<file path="src/rtl/uart_pkg.sv">
// -----------------------------------------------------------------------------
// uart_pkg
// Shared types and constants for the 8N1 UART transmit path.
//   uart_state_e            : transmitter FSM state (2-bit encoding)
//   DATA_BITS / FRAME_BITS  : payload bits and total bits per 8N1 frame
//   DEFAULT_CLOCKS_PER_BAUD : 12 MHz system clock / 115200 baud
//   frame_bits()            : builds the on-wire bit order of a byte
// -----------------------------------------------------------------------------
package uart_pkg;

    typedef enum logic [1:0] {
        IDLE  = 2'd0,
        START = 2'd1,
        DATA  = 2'd2,
        STOP  = 2'd3
    } uart_state_e;

    localparam int DATA_BITS               = 8;
    localparam int FRAME_BITS              = 10;
    localparam int DEFAULT_CLOCKS_PER_BAUD = 104;

    // Bit i of the result is the line level during bit period i of the frame
    // (start bit, eight data bits LSB first, stop bit).
    function automatic logic [9:0] frame_bits(input logic [7:0] byte_i);
        return {1'b1, byte_i, 1'b0};
    endfunction

endpackage : uart_pkg

</file>
<file path="src/rtl/uart_baud_counter.sv">
// -----------------------------------------------------------------------------
// uart_baud_counter
// Free-running bit-period timer. While i_run is high it counts
// 0..CLOCKS_PER_BAUD-1 and raises o_bit_end for the single cycle in which the
// count sits at its terminal value; the count then wraps to 0. While i_run is
// low the count is held at 0, so a new frame always starts a full period.
//   i_clk     : system clock, rising edge
//   i_rst_n   : asynchronous active-low reset
//   i_run     : count enable (high while a frame is on the line)
//   o_bit_end : one-cycle strobe on the last clock of each bit period
// -----------------------------------------------------------------------------
module uart_baud_counter #(
    parameter int CLOCKS_PER_BAUD = 104,
    parameter int CNT_W           = 16
) (
    input  logic i_clk,
    input  logic i_rst_n,
    input  logic i_run,
    output logic o_bit_end
);

    localparam logic [CNT_W-1:0] TERMINAL = CNT_W'(CLOCKS_PER_BAUD - 1);
    localparam logic [CNT_W-1:0] ONE      = CNT_W'(1);

    logic [CNT_W-1:0] cnt_q;
    logic [CNT_W-1:0] cnt_d;
    logic             at_terminal_s;

    // Next count: hold at zero when stopped, wrap at the terminal count.
    always_comb begin
        at_terminal_s = (cnt_q == TERMINAL);
        if (!i_run) begin
            cnt_d = '0;
        end else if (at_terminal_s) begin
            cnt_d = '0;
        end else begin
            cnt_d = cnt_q + ONE;
        end
    end

    // Count register.
    always_ff @(posedge i_clk or negedge i_rst_n) begin
        if (!i_rst_n) begin
            cnt_q <= '0;
        end else begin
            cnt_q <= cnt_d;
        end
    end

    assign o_bit_end = i_run && at_terminal_s;

endmodule : uart_baud_counter

</file>
<file path="src/rtl/uart_tx_serializer.sv">
// -----------------------------------------------------------------------------
// uart_tx_serializer
// 8N1 UART transmitter fed by the byte-select mux. One byte is taken per
// valid/ready handshake and shifted out LSB first between a low start bit and
// a high stop bit, each bit lasting CLOCKS_PER_BAUD system clocks.
//   i_clk   : system clock, rising edge
//   i_rst_n : asynchronous active-low reset (aborts any frame in flight)
//   i_data  : byte to send (mux output z)
//   i_valid : i_data holds a byte to send
//   o_ready : a byte can be accepted this cycle
//   o_tx    : serial line, idle high
//   o_busy  : frame in progress (always the inverse of o_ready)
// All outputs come straight from flops and are computed from the next state,
// so the line changes on the same edge as the state (the accept edge itself
// drives the start bit). A frame occupies exactly 10*CLOCKS_PER_BAUD cycles.
// -----------------------------------------------------------------------------
module uart_tx_serializer
    import uart_pkg::*;
#(
    parameter int CLOCKS_PER_BAUD = DEFAULT_CLOCKS_PER_BAUD,
    parameter int CNT_W           = 16
) (
    input  logic       i_clk,
    input  logic       i_rst_n,
    input  logic [7:0] i_data,
    input  logic       i_valid,
    output logic       o_ready,
    output logic       o_tx,
    output logic       o_busy
);

    if ((CLOCKS_PER_BAUD < 2) || (CLOCKS_PER_BAUD > 65535)) begin : g_bad_cpb
        $error("uart_tx_serializer: CLOCKS_PER_BAUD=%0d outside 2..65535", CLOCKS_PER_BAUD);
    end

    if ((CNT_W < 1) || (CNT_W > 62) ||
        ((64'd1 << CNT_W) <= 64'(CLOCKS_PER_BAUD))) begin : g_bad_cnt_w
        $error("uart_tx_serializer: CNT_W=%0d too narrow for CLOCKS_PER_BAUD=%0d",
               CNT_W, CLOCKS_PER_BAUD);
    end

    localparam logic [2:0] LAST_BIT = 3'(DATA_BITS - 1);

    uart_state_e state_q;
    uart_state_e state_d;
    logic [7:0]  shift_q;
    logic [7:0]  shift_d;
    logic [2:0]  bit_idx_q;
    logic [2:0]  bit_idx_d;
    logic        tx_q;
    logic        tx_d;
    logic        ready_q;
    logic        ready_d;
    logic        busy_q;
    logic        accept_s;
    logic        run_s;
    logic        bit_end_s;

    assign accept_s = i_valid && ready_q;
    assign run_s    = (state_q != IDLE);

    uart_baud_counter #(
        .CLOCKS_PER_BAUD (CLOCKS_PER_BAUD),
        .CNT_W           (CNT_W)
    ) u_baud (
        .i_clk     (i_clk),
        .i_rst_n   (i_rst_n),
        .i_run     (run_s),
        .o_bit_end (bit_end_s)
    );

    // State register plus the datapath and output flops.
    always_ff @(posedge i_clk or negedge i_rst_n) begin
        if (!i_rst_n) begin
            state_q   <= IDLE;
            shift_q   <= 8'd0;
            bit_idx_q <= 3'd0;
            tx_q      <= 1'b1;
            ready_q   <= 1'b1;
            busy_q    <= 1'b0;
        end else begin
            state_q   <= state_d;
            shift_q   <= shift_d;
            bit_idx_q <= bit_idx_d;
            tx_q      <= tx_d;
            ready_q   <= ready_d;
            busy_q    <= !ready_d;
        end
    end

    // Next-state logic: frame sequencing, byte capture and shifting.
    always_comb begin
        state_d   = state_q;
        shift_d   = shift_q;
        bit_idx_d = bit_idx_q;
        case (state_q)
            IDLE: begin
                if (accept_s) begin
                    state_d   = START;
                    shift_d   = i_data;
                    bit_idx_d = 3'd0;
                end else begin
                    state_d   = IDLE;
                end
            end
            START: begin
                if (bit_end_s) begin
                    state_d   = DATA;
                    bit_idx_d = 3'd0;
                end else begin
                    state_d   = START;
                end
            end
            DATA: begin
                if (bit_end_s) begin
                    // Shift so that shift[0] always holds the bit on the line.
                    shift_d = {1'b0, shift_q[7:1]};
                    if (bit_idx_q == LAST_BIT) begin
                        state_d   = STOP;
                        bit_idx_d = 3'd0;
                    end else begin
                        bit_idx_d = bit_idx_q + 3'd1;
                    end
                end else begin
                    state_d = DATA;
                end
            end
            STOP: begin
                if (bit_end_s) begin
                    state_d = IDLE;
                end else begin
                    state_d = STOP;
                end
            end
            default: begin
                state_d   = IDLE;
                shift_d   = 8'd0;
                bit_idx_d = 3'd0;
            end
        endcase
    end

    // Output decode from the next state so outputs register alongside it.
    always_comb begin
        tx_d    = 1'b1;
        ready_d = 1'b1;
        case (state_d)
            IDLE: begin
                tx_d    = 1'b1;
                ready_d = 1'b1;
            end
            START: begin
                tx_d    = 1'b0;
                ready_d = 1'b0;
            end
            DATA: begin
                tx_d    = shift_d[0];
                ready_d = 1'b0;
            end
            STOP: begin
                tx_d    = 1'b1;
                ready_d = 1'b0;
            end
            default: begin
                tx_d    = 1'b1;
                ready_d = 1'b1;
            end
        endcase
    end

    assign o_tx    = tx_q;
    assign o_ready = ready_q;
    assign o_busy  = busy_q;

endmodule : uart_tx_serializer
</file>
<file path="config.mk">
export PLATFORM = sky130hd
export DESIGN_NAME = uart_tx_serializer
export DESIGN_NICKNAME = d
export VERILOG_FILES = /design/src/rtl/uart_pkg.sv /design/src/rtl/uart_baud_counter.sv /design/src/rtl/uart_tx_serializer.sv
export SDC_FILE = /design/constraint.sdc
export NUM_CORES = 1
export LEC_CHECK = 0
export CAP_MARGIN = 20
export CORE_AREA = 4 4 76 78
export DETAILED_ROUTE_END_ITERATION = 10
export DIE_AREA = 0 0 80 82
export HOLD_SLACK_MARGIN = 0.12
export PLACE_DENSITY_LB_ADDON = 0.05
export SLEW_MARGIN = 40
export SYNTH_ARGS = -nofsm -noshare
export SYNTH_HDL_FRONTEND = slang
export SYNTH_SLANG_ARGS = --single-unit
</file>
<file path="constraint.sdc">
create_clock -name i_clk -period 4.9 [get_ports i_clk]
set_clock_uncertainty 0.1 [all_clocks]
set_input_delay 0.49 -clock i_clk [delete_from_list [all_inputs] [get_ports i_clk]]
set_output_delay 0.49 -clock i_clk [all_outputs]
set_load 0.05 [all_outputs]
</file>
==> qor.txt, run 1 <==
gpl congestion: 0.757
DRT antenna net count: 0
Sw Ratio: 21.6%
clk_lat worst skew: 0.28 ns
Arr. time, crit path: 2.52 ns
Tmin final: 2.44 ns
clock tree buffer depth: 2
vias in the first global route: 1190
Syn Inst Count: 156
CTS tree: built
drt pass-1 iters: 4
Post-CTS Setup Repair Bufs: 0
critical path launch point type: flop
num rows: 26
Fin. Hold Viols: 0
Netlist cell types: 37
dpl hpwl: 2.36 mm
initial antenna violation count: 0
Rel. slew slack: 50.8%
layout cells sized above 1: 12.8%
RSZ-0062 raised after global routing: false
cts hold-fix bufs: 0
yosys warns: 0
Die Span Y: 82 µm
Final WS setup: 2.46 ns
slowest stage delay, CP: 0.38 ns
wire per inst: 14.0 µm
Post-synth top flop: dfrtp_1
cts bufs inserted: 5
crit path max fanout: 14
share of the synthesized area in the top cell type: 45.4%
htree depth: 2
Power Internal: 371 µW
die area: 0.00656 mm²
fin nets: 188
Critical Path RT: 4.98 ns
post-synthesis sequential area ratio: 48.5%
Worst-path clk slew: 0.07 ns
crit path cell chain: ha_1, and4_2, and4_4, nand2_1, xor2_1, ha_1, nand2b_1, nor2_1, a31oi_1, o31ai_1
maximum vdd drop: 0.000101 V
leading cell type in the layout, fill and taps excluded: dfrtp_1
starting density of the core: 32.6%
Non-Filler Instances: 242
pre-CTS setup slack: 2.34 ns
clock root cell: clkbuf_8
num ports: 14
power per cell area: 249 mW/mm²
Final Cycle Share: 49.8%
Synthesized Nets: 173
Chip Width: 80 µm
PostCTS Resize Cnt: 0
Max-Cap Viols: 0
crit path kind: flop to flop
slowest cell on the critical path: dfrtp_1
Area growth, synth to finish: 14.7%
number of vias per cell: 4.81
Lkg Pwr: 0.796 nW
total grt overflow: 0
Cell Area, Synth: 0.00166 mm²
Max Slew Vio Count: 0
DR vias: 1164
Setup TNS: 0 ns
CP dominant cell by count: ha_1
Cell Count Post-Placement: 234
status: complete, no violations
drt initial violations: 44
synth top area cells: dfrtp_1 45%, xnor2_1 5.8%, nor2_1 4.8%
port bufs: 13
commonest cells after routing, fill and taps aside: 30 x dfrtp_1, 21 x nor2_1, 13 x clkdlybuf4s50_1
type of the worst min-delay path: flop to flop
Post-synth EDFFs: 0
Max Freq: 410 MHz
GRT Resource Usage Total: 11.9%
final setup vio count: 0
largest net degree at the start of global routing: 33
#FFs+latches synth: 32
switching power: 102 µW
first-pass GRT wire length: 5.85 mm
Gate power share: 2.9%
largest area contributor in the netlist: dfrtp_1
# clock sinks: 32
worst-margin pin slew: 0.736 ns
Ant. Diodes: 0
Core Box Area: 0.00507 mm²
DRC: 0
wirelength, routed: 3.40 mm
flop-to-flop setup slack: 2.46 ns
Reg power frac: 55.8%
Crit. End Element: flop
Post-synth ARST share: 100%
clock power share: 41.3%
mean post-synth cell area: 10.6 µm²
[power by group through the flow]
stage,clock network (mW),registers (mW),logic (mW)
2_1_floorplan,0,0.269,0.0000838
3_3_place_gp,0,0.269,0.0142
3_5_place_dp,0,0.269,0.0144
4_1_cts,0.204,0.264,0.0144
5_1_grt,0.223,0.264,0.0155
6_report,0.196,0.264,0.0136
[state kept, by name, indices dropped and copies added, names as in the netlist]
name	cells
bit_idx_q	3
state_q	2
u_baud.cnt_q	16
shift_q	8
o_ready	1
o_busy	1
o_tx	1
[cell families after synthesis]
logic type	count (synthesis)	synth area share, %
simple gates	71	23.0
flops	32	48.5
compound gates	20	10.1
xor+xnor	16	8.47
buf+inv	10	4.76
fa+ha+maj	6	4.54
mux	1	0.605
[cell type report]
type | instances | area (µm²)
repair buffers | 14 | 138
flip-flops and latches | 32 | 803
fillers | 533 | 3180
multi-input cells | 114 | 773
well taps | 70 | 87.6
clock buffers | 7 | 76.3
clock inverters | 1 | 5.00
inverters | 4 | 15.0
[routing by layer]
layer | GRT usage [%] | vias up | share of wire [%]
li1 | - | 583 | -
met1 | 15.4 | 562 | 48
met2 | 17.9 | 13 | 47
met3 | 4.06 | 6 | 3.2
met4 | 5.57 | 0 | 2.0
met5 | 0 | - | 0
[critical path: cells and delay by family (launching register included)]
kind | cells | cell delay [ns]
XOR/XNOR | 1 | 0.19
adder cells (fa/ha/maj) | 2 | 0.47
AND/OR/NAND/NOR | 5 | 1.00
flip-flops | 1 | 0.38
AO/OA/AOI/OAI | 2 | 0.20
[through the flow]
step / util [%] / cell area [µm²] / hold slack [ns] / total power [mW]
final: 37.4 / 1900 / 0.373 / 0.473
after floorplan: - / 1660 / 0.0944 / 0.269
after detailed placement: 35.8 / 1820 / 0.373 / 0.283
after global routing: 37.4 / 1900 / 0.421 / 0.502
after CTS: 37.4 / 1900 / 0.383 / 0.482
after global placement: 35.8 / 1820 / 0.357 / 0.283
[path summary, 6_finish.rpt]
check,from,end,cells past startpoint
max,u_baud.cnt_q[0]$_DFF_PN0_,o_tx$_DFF_PN1_,10
min,u_baud.cnt_q[0]$_DFF_PN0_,u_baud.cnt_q[0]$_DFF_PN0_,1
max reg2reg,u_baud.cnt_q[0]$_DFF_PN0_,o_tx$_DFF_PN1_,10
min reg2reg,u_baud.cnt_q[0]$_DFF_PN0_,u_baud.cnt_q[0]$_DFF_PN0_,1
max in group asynchronous,i_rst_n,o_tx$_DFF_PN1_,2
min in group asynchronous,i_rst_n,u_baud.cnt_q[11]$_DFF_PN0_,2
[cell usage after synthesis, types with 4 or more instances]
cell type  number
dfrtp_1        30
nor2_1         21
nand2_1        11
xnor2_1        11
ha_1            6
nand3_1         6
nand4_1         6
a221o_1         5
and3_2          5
nor3_1          5
xor2_1          5
inv_1           4
nor4_1          4
Note: power is estimated with default switching activity, not from simulation.
==> run 2, diff against run 1 <==
- clock period: 4.9 -> 2.55 ns (I/O delays scaled with it)
==> run 2 against run 1 <==
Combinational power grew 93%. Critical path type unchanged. Count of clock-buffer cells in the layout unchanged. Sequential share of layout area is 1.3 points lower. Utilization increased by 1.2 points. Die area unchanged. Worst setup slack worse by 2.3 ns. Fmax grew 3.3%. Final cell count increased by 3.3%. Sequential power increased by 92%. Total power up 91%. Largest cell class unchanged. Register-to-register slack got worse by 2.3 ns. Via count is 4.4% higher.
==> qor.txt, run 2 (synthesis results as in run 1) <==
status: complete, no violations
Gate power share: 2.9%
Sw Ratio: 21.3%
Max Slew Vio Count: 0
Power Internal: 713 µW
Tmin final: 2.36 ns
number of vias per cell: 4.86
Biggest register: u_baud.cnt_q
type of the worst min-delay path: input port to async pin
final setup vio count: 0
area of the multi-input gates: 773 µm²
gpl congestion: 0.770
vias in the first global route: 1277
Worst-path clk slew: 0.07 ns
slowest cell on the critical path: dfrtp_1
num ports: 14
Core Box Area: 0.00507 mm²
num rows: 26
slowest stage delay, CP: 0.37 ns
Max-Cap Viols: 0
Lkg Pwr: 0.838 nW
switching power: 193 µW
Rel. slew slack: 66.3%
cts bufs inserted: 5
initial antenna violation count: 0
PostCTS Resize Cnt: 0
Ant. Diodes: 0
largest net degree at the start of global routing: 33
leading cell type in the layout, fill and taps excluded: dfrtp_1
RSZ-0062 raised after global routing: false
commonest cells after routing, fill and taps aside: 30 x dfrtp_1, 21 x nor2_1, 13 x clkdlybuf4s50_1
htree depth: 2
Arr. time, crit path: 2.47 ns
Reg power frac: 56.0%
starting density of the core: 32.6%
clk_lat worst skew: 0.28 ns
Area growth, synth to finish: 18.3%
Max Freq: 424 MHz
drt initial violations: 95
crit path kind: flop to flop
DRC: 0
critical path launch point type: flop
cts hold-fix bufs: 0
die area: 0.00656 mm²
layout cells sized above 1: 16.7%
crit path max fanout: 11
top flop regs: u_baud.cnt_q: 16 flops, shift_q: 8 flops, bit_idx_q: 3 flops
Fin. Hold Viols: 0
Die Span Y: 82 µm
Final Cycle Share: 92.6%
GRT Resource Usage Total: 12.2%
Final Hold Slack: 0.279 ns
sequential cell area: 803 µm²
clock tree buffer depth: 2
Crit. End Element: flop
# clock sinks: 32
max reg flops: 16
CTS tree: built
filler cell count: 526
fin nets: 196
wire per inst: 14.5 µm
total grt overflow: 0
wirelength, routed: 3.61 mm
CP dominant cell by count: ha_1
clock root cell: clkbuf_8
Setup TNS: 0 ns
worst-margin pin slew: 0.505 ns
port bufs: 13
power per cell area: 463 mW/mm²
Chip Width: 80 µm
crit path cell chain: ha_1, and4_2, and4_4, nand2_1, xor2_1, ha_1, nand2b_1, nor2_1, a31oi_1, o31ai_1
first-pass GRT wire length: 6.13 mm
DRT antenna net count: 0
DR vias: 1215
Critical Path RT: 2.66 ns
dpl hpwl: 2.51 mm
clock power share: 41.1%
drt pass-1 iters: 4
maximum vdd drop: 0.000180 V
run 2: per-layer routing:
layer  routed length [µm]  vias up  global-route usage (%)
met4                   38        0                    4.05
met2                 1700       20                    19.1
met5                    0        -                       0
li1                     -      598                       -
met3                  154        5                    4.17
met1                 1720      592                    15.9
run 2: stage by stage:
stage	power [mW]	cell area, µm²	setup WS, ns	util, %	std cells
after floorplan	0.517	1660	0.379	-	156
after global placement	0.544	1850	0.277	36.4	238
after detailed placement	0.545	1850	0.135	36.4	238
after CTS	0.927	1930	0.129	38.0	246
after global routing	0.955	1960	0.0337	38.6	250
final	0.906	1960	0.189	38.6	250
run 2: critical path, delay by kind of cell (launching register included):
kind            cells  cell delay (ns)
compound gates      2             0.25
simple gates        5             0.88
fa+ha+maj           2             0.46
flops               1             0.37
xor+xnor            1             0.22
run 2: path summary, 6_finish.rpt:
check / cells past startpoint / slack [ns] / from / end
worst max register to register: 10 / 0.19 / u_baud.cnt_q[0]$_DFF_PN0_ / o_tx$_DFF_PN1_
worst max-delay path: 10 / 0.19 / u_baud.cnt_q[0]$_DFF_PN0_ / o_tx$_DFF_PN1_
worst min-delay path: 2 / 0.28 / i_rst_n / u_baud.cnt_q[15]$_DFF_PN0_
worst min register to register: 1 / 0.36 / u_baud.cnt_q[0]$_DFF_PN0_ / u_baud.cnt_q[0]$_DFF_PN0_
min in group i_clk: 1 / 0.36 / u_baud.cnt_q[0]$_DFF_PN0_ / u_baud.cnt_q[0]$_DFF_PN0_
max in group asynchronous: 2 / 1.74 / i_rst_n / o_ready$_DFF_PN1_
run 2: cell type report:
cell class                 instances  area share (%)
sequential                        32            41.0
multi-input combinational        114            39.5
timing repair buffer              22            10.1
tap                               70            4.47
clock buffer                       7            3.90
inverter                           4           0.767
clock inverter                     1           0.256
run 2: power by group through the flow:
stage	logic (mW)	clock network, mW	registers [mW]
final	0.0263	0.372	0.508
after global routing	0.0295	0.418	0.507
after CTS	0.0275	0.392	0.508
after detailed placement	0.0275	0	0.517
after global placement	0.0270	0	0.517
after floorplan	0.000161	0	0.517
run 2: repair_timing:
item / CTS / global route
endpoints found under the hold margin: 0 / 0
buffers inserted: 0 / 4
setup endpoints to repair: 0 / 1
==> run 3, diff against run 2 <==
--- a/config.mk
+++ b/config.mk
@@ -8,5 +8,5 @@
 export CAP_MARGIN = 20
-export CORE_AREA = 4 4 76 78
+export CORE_AREA = 4 4 87 89
 export DETAILED_ROUTE_END_ITERATION = 10
-export DIE_AREA = 0 0 80 82
+export DIE_AREA = 0 0 91 93
 export HOLD_SLACK_MARGIN = 0.12
--- a/constraint.sdc
+++ b/constraint.sdc
@@ -4,2 +4,2 @@
 set_output_delay 0.255 -clock i_clk [all_outputs]
-set_load 0.05 [all_outputs]
+set_load 0.02 [all_outputs]
==> run 3 against run 2 <==
Non-clock buffer count shrank 2. Flip-flop and latch count is the same. Utilization shrank 9.5 points. Largest cell class unchanged. Sequential share of layout area shrank 0.13 points. Critical path type unchanged.
==> qor.txt, run 3 (synthesis results as in run 1) <==
status: complete, no violations
crit path kind: flop to flop
post-route cell area: 0.00196 mm²
Routed met2 length: 1.57 mm
Die Span Y: 93 µm
top flop regs: u_baud.cnt_q: 16 flops, shift_q: 8 flops, bit_idx_q: 3 flops
power per cell area: 479 mW/mm²
Tmin final: 2.37 ns
Core Box Area: 0.00676 mm²
# clock sinks: 32
M1 wire length: 1.72 mm
worst-margin pin slew: 0.468 ns
wire per inst: 13.6 µm
Power Total: 941 µW
PostCTS Resize Cnt: 0
first-pass GRT wire length: 6.15 mm
Final Cycle Share: 93.1%
largest net degree at the start of global routing: 33
Max Freq: 421 MHz
Critical Path RT: 2.66 ns
area of the multi-input gates: 773 µm²
Chip Width: 91 µm
clock tree buffer depth: 2
GRT Resource Usage Total: 9.00%
RSZ-0062 raised after global routing: false
Fin. Hold Viols: 0
type of the worst min-delay path: input port to async pin
critical path launch point type: flop
DRC: 0
vias in the first global route: 1242
Setup TNS: 0 ns
Biggest register: u_baud.cnt_q
dpl hpwl: 2.44 mm
crit path max fanout: 14
Worst-path clk slew: 0.07 ns
maximum vdd drop: 0.000143 V
cts hold-fix bufs: 0
final setup vio count: 0
Rel. slew slack: 68.7%
sequential cell area: 803 µm²
DR vias: 1199
htree depth: 2
number of vias per cell: 4.65
die area: 0.00846 mm²
Crit. End Element: flop
CTS tree: built
total grt overflow: 0
max reg flops: 16
gpl congestion: 0.741
starting density of the core: 24.5%
wirelength, routed: 3.51 mm
highest routed layer: met4
leading cell type in the layout, fill and taps excluded: dfrtp_1
Ant. Diodes: 0
clock root cell: clkbuf_8
Arr. time, crit path: 2.48 ns
clk_lat worst skew: 0.28 ns
port bufs: 13
num ports: 14
commonest cells after routing, fill and taps aside: 30 x dfrtp_1, 21 x nor2_1, 13 x clkdlybuf4s50_1
initial antenna violation count: 0
drt initial violations: 62
fin nets: 194
Max-Cap Viols: 0
Lkg Pwr: 0.829 nW
drt pass-1 iters: 5
Area growth, synth to finish: 18.7%
Post-CTS Setup Repair Bufs: 0
DRT antenna net count: 0
WL met3: 146 µm
dpl cell area: 0.00187 mm²
layout cells sized above 1: 15.7%
num rows: 30
filler cell count: 723
Max Slew Vio Count: 0
cts bufs inserted: 5
-- run 3: final timing paths --
path	start	end	slack, ns	depth (start not counted)
max	u_baud.cnt_q[0]$_DFF_PN0_	o_tx$_DFF_PN1_	0.18	10
min	i_rst_n	u_baud.cnt_q[5]$_DFF_PN0_	0.27	2
max reg2reg	u_baud.cnt_q[0]$_DFF_PN0_	o_tx$_DFF_PN1_	0.18	10
min reg2reg	u_baud.cnt_q[0]$_DFF_PN0_	u_baud.cnt_q[0]$_DFF_PN0_	0.36	1
max in group asynchronous	i_rst_n	o_tx$_DFF_PN1_	1.74	2
min in group i_clk	u_baud.cnt_q[0]$_DFF_PN0_	u_baud.cnt_q[0]$_DFF_PN0_	0.36	1
-- run 3: layout make-up --
| cell class | count | share of cell area [%] |
|---|---|---|
| Clock buffer | 8 | 4.59 |
| Timing Repair Buffer | 20 | 9.30 |
| Multi-Input combinational cell | 114 | 39.4 |
| Tap cell | 80 | 5.10 |
| Inverter | 4 | 0.764 |
| Sequential cell | 32 | 40.9 |
-- run 3: layer usage --
layer  track usage [%]  up-vias
met5                 0        -
met4              4.15        0
met3              2.09        8
met2              14.3       25
met1              11.6      570
li1                  -      596
-- run 3: per-stage QoR --
step / std cells / hold slack (ns) / setup WS, ns / utilization (%)
2_1_floorplan: 156 / -0.141 / 0.379 / -
3_3_place_gp: 250 / 0.345 / 0.246 / 27.7
3_5_place_dp: 250 / 0.358 / 0.199 / 27.7
4_1_cts: 258 / 0.290 / 0.179 / 29.1
5_1_grt: 258 / 0.326 / 0.0442 / 29.1
6_report: 258 / 0.273 / 0.177 / 29.1
-- run 3: where the power goes --
part           internal [mW]  switching (mW)  total [mW]  leakage (nW)
Sequential             0.508               0       0.508         0.405
Clock                  0.220           0.187       0.407        0.0455
Combinational         0.0144          0.0120      0.0263         0.379
Total                  0.742           0.199       0.941         0.829
-- run 3: worst max-delay path, cell delays in order (launching register included) --
cell      delay, ns
dfrtp_1        0.37
ha_1           0.25
and4_2         0.27
and4_4         0.34
nand2_1        0.13
xor2_1         0.21
ha_1           0.19
nand2b_1       0.13
nor2_1         0.05
a31oi_1        0.17
o31ai_1        0.09
